File: src/rtl/imem_boot_loader.sv
// Boot loader: assembles a length-prefixed little-endian byte stream into 32-bit
// instruction-memory writes and holds the fetch stage until the image is in place.
module imem_boot_loader #(
  parameter int AW             = 10,
  parameter int TIMEOUT_CYCLES = 65535,
  parameter bit BOOT_ON_RESET  = 1'b1
) (
  input  logic          clk,
  input  logic          rst_n,
  input  logic          boot_req,
  input  logic          byte_valid,
  input  logic [7:0]    byte_data,
  output logic          byte_ready,
  output logic          imem_we,
  output logic [AW-1:0] imem_waddr,
  output logic [31:0]   imem_wdata,
  output logic          core_hold,
  output logic          busy,
  output logic          done,
  output logic          err
);

  localparam int            TW    = $clog2(TIMEOUT_CYCLES + 1);
  localparam logic [TW-1:0] TLAST = TW'(TIMEOUT_CYCLES - 1);
  localparam logic [16:0]   CAP   = 17'(1) << AW;

  typedef enum logic [2:0] {S_LEN0, S_LEN1, S_DATA, S_RELEASE, S_RUN, S_ERR} state_t;
  localparam state_t S_RESET = BOOT_ON_RESET ? S_LEN0 : S_RUN;

  state_t          state_q, state_d;
  logic [15:0]     nlen_q, nlen_d;
  logic [AW:0]     wcnt_q, wcnt_d;
  logic [1:0]      lane_q, lane_d;
  logic [TW-1:0]   tcnt_q, tcnt_d;
  logic [23:0]     wbuf_q, wbuf_d;
  logic            we_q, we_d;
  logic [AW-1:0]   waddr_q, waddr_d;
  logic [31:0]     wdata_q, wdata_d;
  logic            ready_q, hold_q, busy_q, done_q, err_q;

  logic            xfer;
  logic [15:0]     n_full;
  logic [AW:0]     wcnt_inc;

  assign xfer     = byte_valid && ready_q;
  assign n_full   = {byte_data, nlen_q[7:0]};
  assign wcnt_inc = wcnt_q + 1'b1;

  always_comb begin
    state_d = state_q;
    nlen_d  = nlen_q;
    wcnt_d  = wcnt_q;
    lane_d  = lane_q;
    tcnt_d  = tcnt_q;
    wbuf_d  = wbuf_q;
    we_d    = 1'b0;
    waddr_d = waddr_q;
    wdata_d = wdata_q;
    case (state_q)
      S_LEN0: begin
        if (xfer) begin
          nlen_d[7:0] = byte_data;
          state_d     = S_LEN1;
        end
      end
      S_LEN1, S_DATA: begin
        if (xfer) begin
          tcnt_d = '0;
          if (state_q == S_LEN1) begin
            nlen_d[15:8] = byte_data;
            wcnt_d       = '0;
            lane_d       = '0;
            state_d      = (n_full == 16'd0 || {1'b0, n_full} > CAP) ? S_ERR : S_DATA;
          end else if (lane_q == 2'd3) begin
            we_d    = 1'b1;
            waddr_d = wcnt_q[AW-1:0];
            wdata_d = {byte_data, wbuf_q};
            wcnt_d  = wcnt_inc;
            lane_d  = '0;
            if (17'(wcnt_inc) == {1'b0, nlen_q}) state_d = S_RELEASE;
          end else begin
            // Bytes enter at the top so b0 ends up in the low lane after three shifts.
            wbuf_d = {byte_data, wbuf_q[23:8]};
            lane_d = lane_q + 2'd1;
          end
        end else if (tcnt_q == TLAST) begin
          state_d = S_ERR;
        end else begin
          tcnt_d = tcnt_q + 1'b1;
        end
      end
      S_RELEASE: state_d = S_RUN;
      default: begin
        if (boot_req) begin
          state_d = S_LEN0;
          nlen_d  = '0;
          wcnt_d  = '0;
          lane_d  = '0;
          tcnt_d  = '0;
        end
      end
    endcase
  end

  // Status outputs are decoded from the next state so they are registered yet current.
  always_ff @(posedge clk or negedge rst_n) begin
    if (!rst_n) begin
      state_q <= S_RESET;
      nlen_q  <= '0;
      wcnt_q  <= '0;
      lane_q  <= '0;
      tcnt_q  <= '0;
      wbuf_q  <= '0;
      we_q    <= 1'b0;
      waddr_q <= '0;
      wdata_q <= '0;
      ready_q <= BOOT_ON_RESET;
      busy_q  <= BOOT_ON_RESET;
      hold_q  <= 1'b1;
      done_q  <= 1'b0;
      err_q   <= 1'b0;
    end else begin
      state_q <= state_d;
      nlen_q  <= nlen_d;
      wcnt_q  <= wcnt_d;
      lane_q  <= lane_d;
      tcnt_q  <= tcnt_d;
      wbuf_q  <= wbuf_d;
      we_q    <= we_d;
      waddr_q <= waddr_d;
      wdata_q <= wdata_d;
      ready_q <= (state_d == S_LEN0) || (state_d == S_LEN1) || (state_d == S_DATA);
      busy_q  <= (state_d == S_LEN0) || (state_d == S_LEN1) || (state_d == S_DATA) ||
                 (state_d == S_RELEASE);
      hold_q  <= (state_d != S_RUN);
      done_q  <= (state_q == S_RELEASE) && (state_d == S_RUN);
      err_q   <= (state_d == S_ERR);
    end
  end

  assign byte_ready = ready_q;
  assign imem_we    = we_q;
  assign imem_waddr = waddr_q;
  assign imem_wdata = wdata_q;
  assign core_hold  = hold_q;
  assign busy       = busy_q;
  assign done       = done_q;
  assign err        = err_q;

endmodule

File: config.mk
export PLATFORM = sky130hd
export DESIGN_NAME = imem_boot_loader
export DESIGN_NICKNAME = d
export VERILOG_FILES = /design/src/rtl/imem_boot_loader.sv
export SDC_FILE = /design/constraint.sdc
export NUM_CORES = 1
export LEC_CHECK = 0
export CORE_UTILIZATION = 45
export DETAILED_ROUTE_END_ITERATION = 16
export PLACE_DENSITY_LB_ADDON = 0.05
export RECOVER_POWER = 50
export SLEW_MARGIN = 25
export SYNTH_ARGS = -nofsm -noshare
export SYNTH_HDL_FRONTEND = slang
export SYNTH_SLANG_ARGS = --single-unit
File: constraint.sdc
create_clock -name clk -period 2.8 [get_ports clk]
set_input_delay 0.84 -clock clk [delete_from_list [all_inputs] [get_ports clk]]
set_output_delay 0.84 -clock clk [all_outputs]
set_load 0.1 [all_outputs]
==> metrics, run 1 <==
number of synthesized flops with an enable pin=0; Pins Over Slew Limit=30; R2R Path End=tcnt_q[8]; Routed WL=12700 um; Area contributors post-synth=dfrtp_1 52%, nand2_1 12%, mux2_2 5.0%; hold_buf cts=0; post-DP HPWL=8670 um; Total Routing Usage GR=between 20 and 25%; clock root cell=clkbuf_16; GPL Wtd Cong=0.809; Final Hold Vio Count=0; vias per inst=5.23; Critical Path Source Type=flip-flop; GRT overflow=0; Top Ports=60; Yosys cell types=60; Placed Cells incl. Taps=~800; final setup fails=0; Max IR drop VDD=0.000513 V; setup TNS=0 ps; Seq/Total Area, Yosys=between 50% and 60%; setup slack, reg-to-reg=between 500 and 600 ps; setup repair bufs after CTS=0; clock-pin slew on the worst setup and hold paths=60 ps; sequential cell area=3010 um^2; dominant synthesized flop cell=dfrtp_1; crit-path leading delay family=buffers and inverters; Rel. slew slack=-17.0%; Buf+Inv Stages, Crit Path=1; Final Power=approximately 0.0057 W; ys async rst share=100%; most common cell in the netlist=nand2_1; critical path's largest stage delay=870 ps; synthesized area=5610 um^2; DR DRC count=0; PwrDens=823 nW/um^2; FP Rows=40; critical register-to-register path startpoint=tcnt_q[0]; n_diodes=0; Leakage=3.33 nW; clock buffers created by TritonCTS=17; max-cap violations=1; final layout net count=665; Sinks on Clock Net=120; Core Area=12100 um^2; fmax=405 MHz; Setup WS pre-CTS=-55.4 ps; syn_nets=between 500 and 600; hold_sp=imem_wdata[2]; crit path kind=flip-flop to primary output; post-route clock period utilization=88.1%; layout cells sized above 1=20.4%; Worst Setup EP=imem_wdata[8]; Finished Layout Cells=slightly above 800; area leader, netlist=dfrtp_1; violated checks=max-capacitance violations, max-slew violations; worst path arrival time=1630 ps; DRT antenna net count=0; Filler Cell Count=between 1000 and 1500; routed via count=4343; post-synth top area share=52.2%; Worst Setup End Kind=primary output; synth cell count leaders=175 x nand2_1, 117 x dfrtp_1, 46 x o21ai_0; WP data required=1960 ps; Slowest-stage cell, CP=clkbuf_1; Crit path depth=1; Final min period=2470 ps; CP Max Fanout=2; Clock Latency Late Sink=420 ps; Clock Skew=between 8 and 9 ps; die height=114 um; initial antenna violation count=0; Avg Inst Size Synth=9.82 um^2; first-pass GRT wire length=21400 um; area of the multi-input gates=2430 um^2; register bit total from synthesis=120; Post-Syn Instances=571; initial DRC count=257; WL/cell=15.2 um; first-pass iteration count of the detailed router=4; Worst Setup SP=imem_wdata[8]; vias in the first global route=approximately 4400; CTS H-tree lvls=4; Worst-Margin Slew=1760 ps; largest net degree at the start of global routing=between 40 and 50; status=finished with violations; unrepaired setup endpoints after global routing=false; Area Growth Syn to Fin=23.6%; TritonCTS clock tree=done; cts repair resizes=0; Initial Util=between 40% and 50%; Warnings, synthesis=0; Die W=~110 um; clock tree buffer depth=2; input/output buffers=around 60; Hold Crit Class=flip-flop to flip-flop; crit-path cells=clkbuf_1; worst setup margin=~330 ps; die footprint=between 10000 and 15000 um^2; Reg2Reg Depth=8
[where the power goes]
| part | internal [W] | switching (W) |
|---|---|---|
| registers | 0.00189 | 0.000180 |
| clock network | 0.00137 | 0.000808 |
| logic | 0.000536 | 0.000925 |
| total | 0.00379 | 0.00191 |
[routing by layer]
layer,wire [um],vias to the layer above,share of wire [%],GRT usage [%]
met3,614,18,4.9,6.27
met1,5900,2123,47,28.5
met2,5930,85,47,33.2
met5,0,-,0,0
li1,-,2117,-,-
met4,214,0,1.7,8.16
[cell families after synthesis]
kind of cell	count (synthesis)	synth area share [%]
simple gates	274	23.0
xor+xnor	20	3.46
flops	120	53.6
compound gates	90	10.5
buf+inv	37	3.28
mux	26	5.20
fa+ha+maj	4	0.893
[layout by cell type, fill, tap and decap left out, types with 3 or more instances in the layout]
cell / instances
nand2_1: 174
dfrtp_1: 117
buf_4: 48
o21ai_0: 46
mux2_2: 25
clkbuf_1: 23
nor2_1: 21
clkbuf_16: 17
nand3_1: 16
xor2_1: 11
a21oi_1: 11
clkdlybuf4s50_1: 10
inv_1: 9
nand4_1: 8
nor3_1: 8
and3_1: 8
xnor2_1: 8
nor4_1: 6
o31ai_1: 6
buf_12: 5
ha_1: 4
clkinv_4: 4
nor4_2: 3
a31oi_1: 3
a211oi_1: 3
nand2b_1: 3
a21o_1: 3
or3_1: 3
o41ai_1: 3
dfstp_2: 3
inv_6: 3
[how the worst min path moves through the flow]
stage,end,cells after the start
floorplan,imem_wdata[0],2
global placement,imem_wdata[6],2
detailed placement,imem_wdata[4],2
CTS,wcnt_q[9],1
global route,imem_wdata[10],2
finish,imem_wdata[2],2
[flip-flops by register name (all words and copies together) (netlist names), 2 cells and up]
signal      count
imem_waddr     10
imem_wdata     32
lane_q          2
nlen_q         16
state_q         3
tcnt_q         16
wbuf_q         24
wcnt_q         11
[through the flow]
step	util, %	area [um^2]	hold WS (ps)
2_1_floorplan	-	5610	435
5_1_grt	57.4	6930	495
3_5_place_dp	53.2	6410	462
6_report	57.4	6930	469
4_1_cts	58.1	7010	372
3_3_place_gp	53.2	6410	452
[final cells by class]
cell class / count / share of cell area, %
multi-input combinational: 414 / 35.0
timing repair buffer: 86 / 9.36
clock inverter: 12 / 2.04
sequential: 120 / 43.4
tap: 168 / 3.03
clock buffer: 20 / 6.59
inverter: 10 / 0.542
Note: power is estimated with default switching activity, not from simulation.
==> run 2, diff against run 1 <==
--- a/config.mk
+++ b/config.mk
@@ -5,7 +5,9 @@
 export SDC_FILE = /design/constraint.sdc
 export NUM_CORES = 1
 export LEC_CHECK = 0
-export CORE_UTILIZATION = 45
+export CELL_PAD_IN_SITES_DETAIL_PLACEMENT = 1
+export CELL_PAD_IN_SITES_GLOBAL_PLACEMENT = 1
+export CORE_UTILIZATION = 44
 export DETAILED_ROUTE_END_ITERATION = 16
 export PLACE_DENSITY_LB_ADDON = 0.05
 export RECOVER_POWER = 50
==> run 2 against run 1 <==
Compared with the run above:
- the flow now finishes without violations
- worst hold slack barely moved
- core utilization shrank 0.96 points
- first-iteration DRC count fell by 29%
- die area up 2.2%
- total power increased by 2.2%
- sequential share of layout area rose by 0.20 points
- global-route usage increased by 3.0 points
- sequential power hardly changed
- design area down 0.45%
- critical path depth stayed put
==> metrics, run 2 (same netlist as run 1, synthesis figures left out) <==
crit-path leading delay family=buffers and inverters; clock tree buffer depth=2; Filler Cell Count=1425; Pins Over Slew Limit=0; cts repair resizes=0; final setup fails=0; max reg flops=32; Top Ports=60; Area Growth Syn to Fin=23.0%; Leakage=3.32 nW; post-DP HPWL=roughly 10000 um; Max IR drop VDD=0.000537 V; WL/cell=17.4 um; GPL Wtd Cong=about 0.83; DRT antenna net count=0; unrepaired setup endpoints after global routing=false; vias per inst=5.37; WP data required=1960 ps; clock root cell=clkbuf_16; Total Routing Usage GR=24.4%; CTS H-tree lvls=4; vias in the first global route=4739; Final Power=0.00583 W; hold_ws=469 ps; critical path's largest stage delay=870 ps; first-pass GRT wire length=between 20000 and 25000 um; DP Area=around 6400 um^2; fmax=403 MHz; first-pass iteration count of the detailed router=4; Critical Path Source Type=flip-flop; largest net degree at the start of global routing=60; routed via count=4443; die height=115 um; initial DRC count=182; PwrDens=~850 nW/um^2; Core Area=12200 um^2; post-route clock period utilization=88.6%; Final Util=56.5%; Final min period=2480 ps; CP Max Fanout=2; clock buffers created by TritonCTS=17; GRT overflow=0; commonest non-fill, non-tap cell in the layout=nand2_1; clock-pin slew on the worst setup and hold paths=60 ps; max-cap violations=0; input/output buffers=59; Clock Latency Late Sink=around 430 ps; Die W=115 um; Final Hold Vio Count=0; Worst-Margin Slew=~1200 ps; crit path kind=flip-flop to primary output; Sinks on Clock Net=120; Slowest-stage cell, CP=clkbuf_1; hold_buf cts=0; Hold Crit Class=flip-flop to flip-flop; setup TNS=0 ps; DR DRC count=0; initial antenna violation count=0; final layout net count=approximately 660; worst path arrival time=1640 ps; TritonCTS clock tree=done; n_diodes=0; Buf+Inv Stages, Crit Path=1; most frequent cells in the layout=174 x nand2_1, 117 x dfrtp_1, 46 x o21ai_0, 43 x buf_4, 25 x mux2_2; Initial Util=45.9%; die footprint=around 13000 um^2; crit-path cells=clkbuf_1; layout cells sized above 1=between 10% and 20%; Worst Setup End Kind=primary output; status=completed; Clock Skew=9.18 ps; FP Rows=40; Routed WL=14400 um; setup repair bufs after CTS=0; post-route cell area=between 6000 and 7000 um^2; Rel. slew slack=about 21%
## run 2: layer usage
layer | track usage, % | routed length (um) | part of all wire [%]
met1 | 29.9 | 6390 | 44
met4 | 10.2 | 237 | 1.6
met3 | 6.75 | 528 | 3.7
met2 | 40.8 | 7210 | 50
met5 | 0 | 0 | 0
## run 2: cell type report
class	instances	area [um^2]	share of cell area, %
inverters	10	37.5	0.544
repair buffers	83	588	8.53
flip-flops and latches	120	3010	43.6
well taps	168	210	3.05
clock buffers	18	429	6.22
clock inverters	14	198	2.87
multi-input cells	414	2430	35.2
## run 2: stage by stage
step / cells / setup WS, ps
5_1_grt: 827 / 82.5
4_1_cts: 827 / 343
3_5_place_dp: 795 / -126
6_report: 827 / 318
2_1_floorplan: 571 / 628
3_3_place_gp: 795 / -6.10
## run 2: power by group
| part | total, W | internal (W) | leakage [nW] | switching, W |
|---|---|---|---|---|
| sequential | 0.00207 | 0.00189 | 1.65 | 0.000183 |
| clock | 0.00233 | 0.00150 | 0.301 | 0.000833 |
| combinational | 0.00143 | 0.000478 | 1.37 | 0.000952 |
## run 2: worst min-delay path: cells and delay by family, from the launching register on
kind             cells  cell delay, ps
flip-flops           1             340
AND/OR/NAND/NOR      2             100
## run 2: path summary, 6_finish.rpt
| kind | depth (start not counted) | startpoint | to | slack [ps] |
|---|---|---|---|---|
| min in group asynchronous | 1 | rst_n | imem_waddr[6] | 610 |
| min reg2reg | 2 | imem_waddr[5] | imem_waddr[5] | 470 |
| min | 2 | imem_waddr[5] | imem_waddr[5] | 470 |
| max | 1 | imem_waddr[1] | imem_waddr[1] | 320 |
| max reg2reg | 7 | wcnt_q[0] | byte_ready | 500 |
| max in group asynchronous | 2 | rst_n | imem_wdata[6] | 730 |
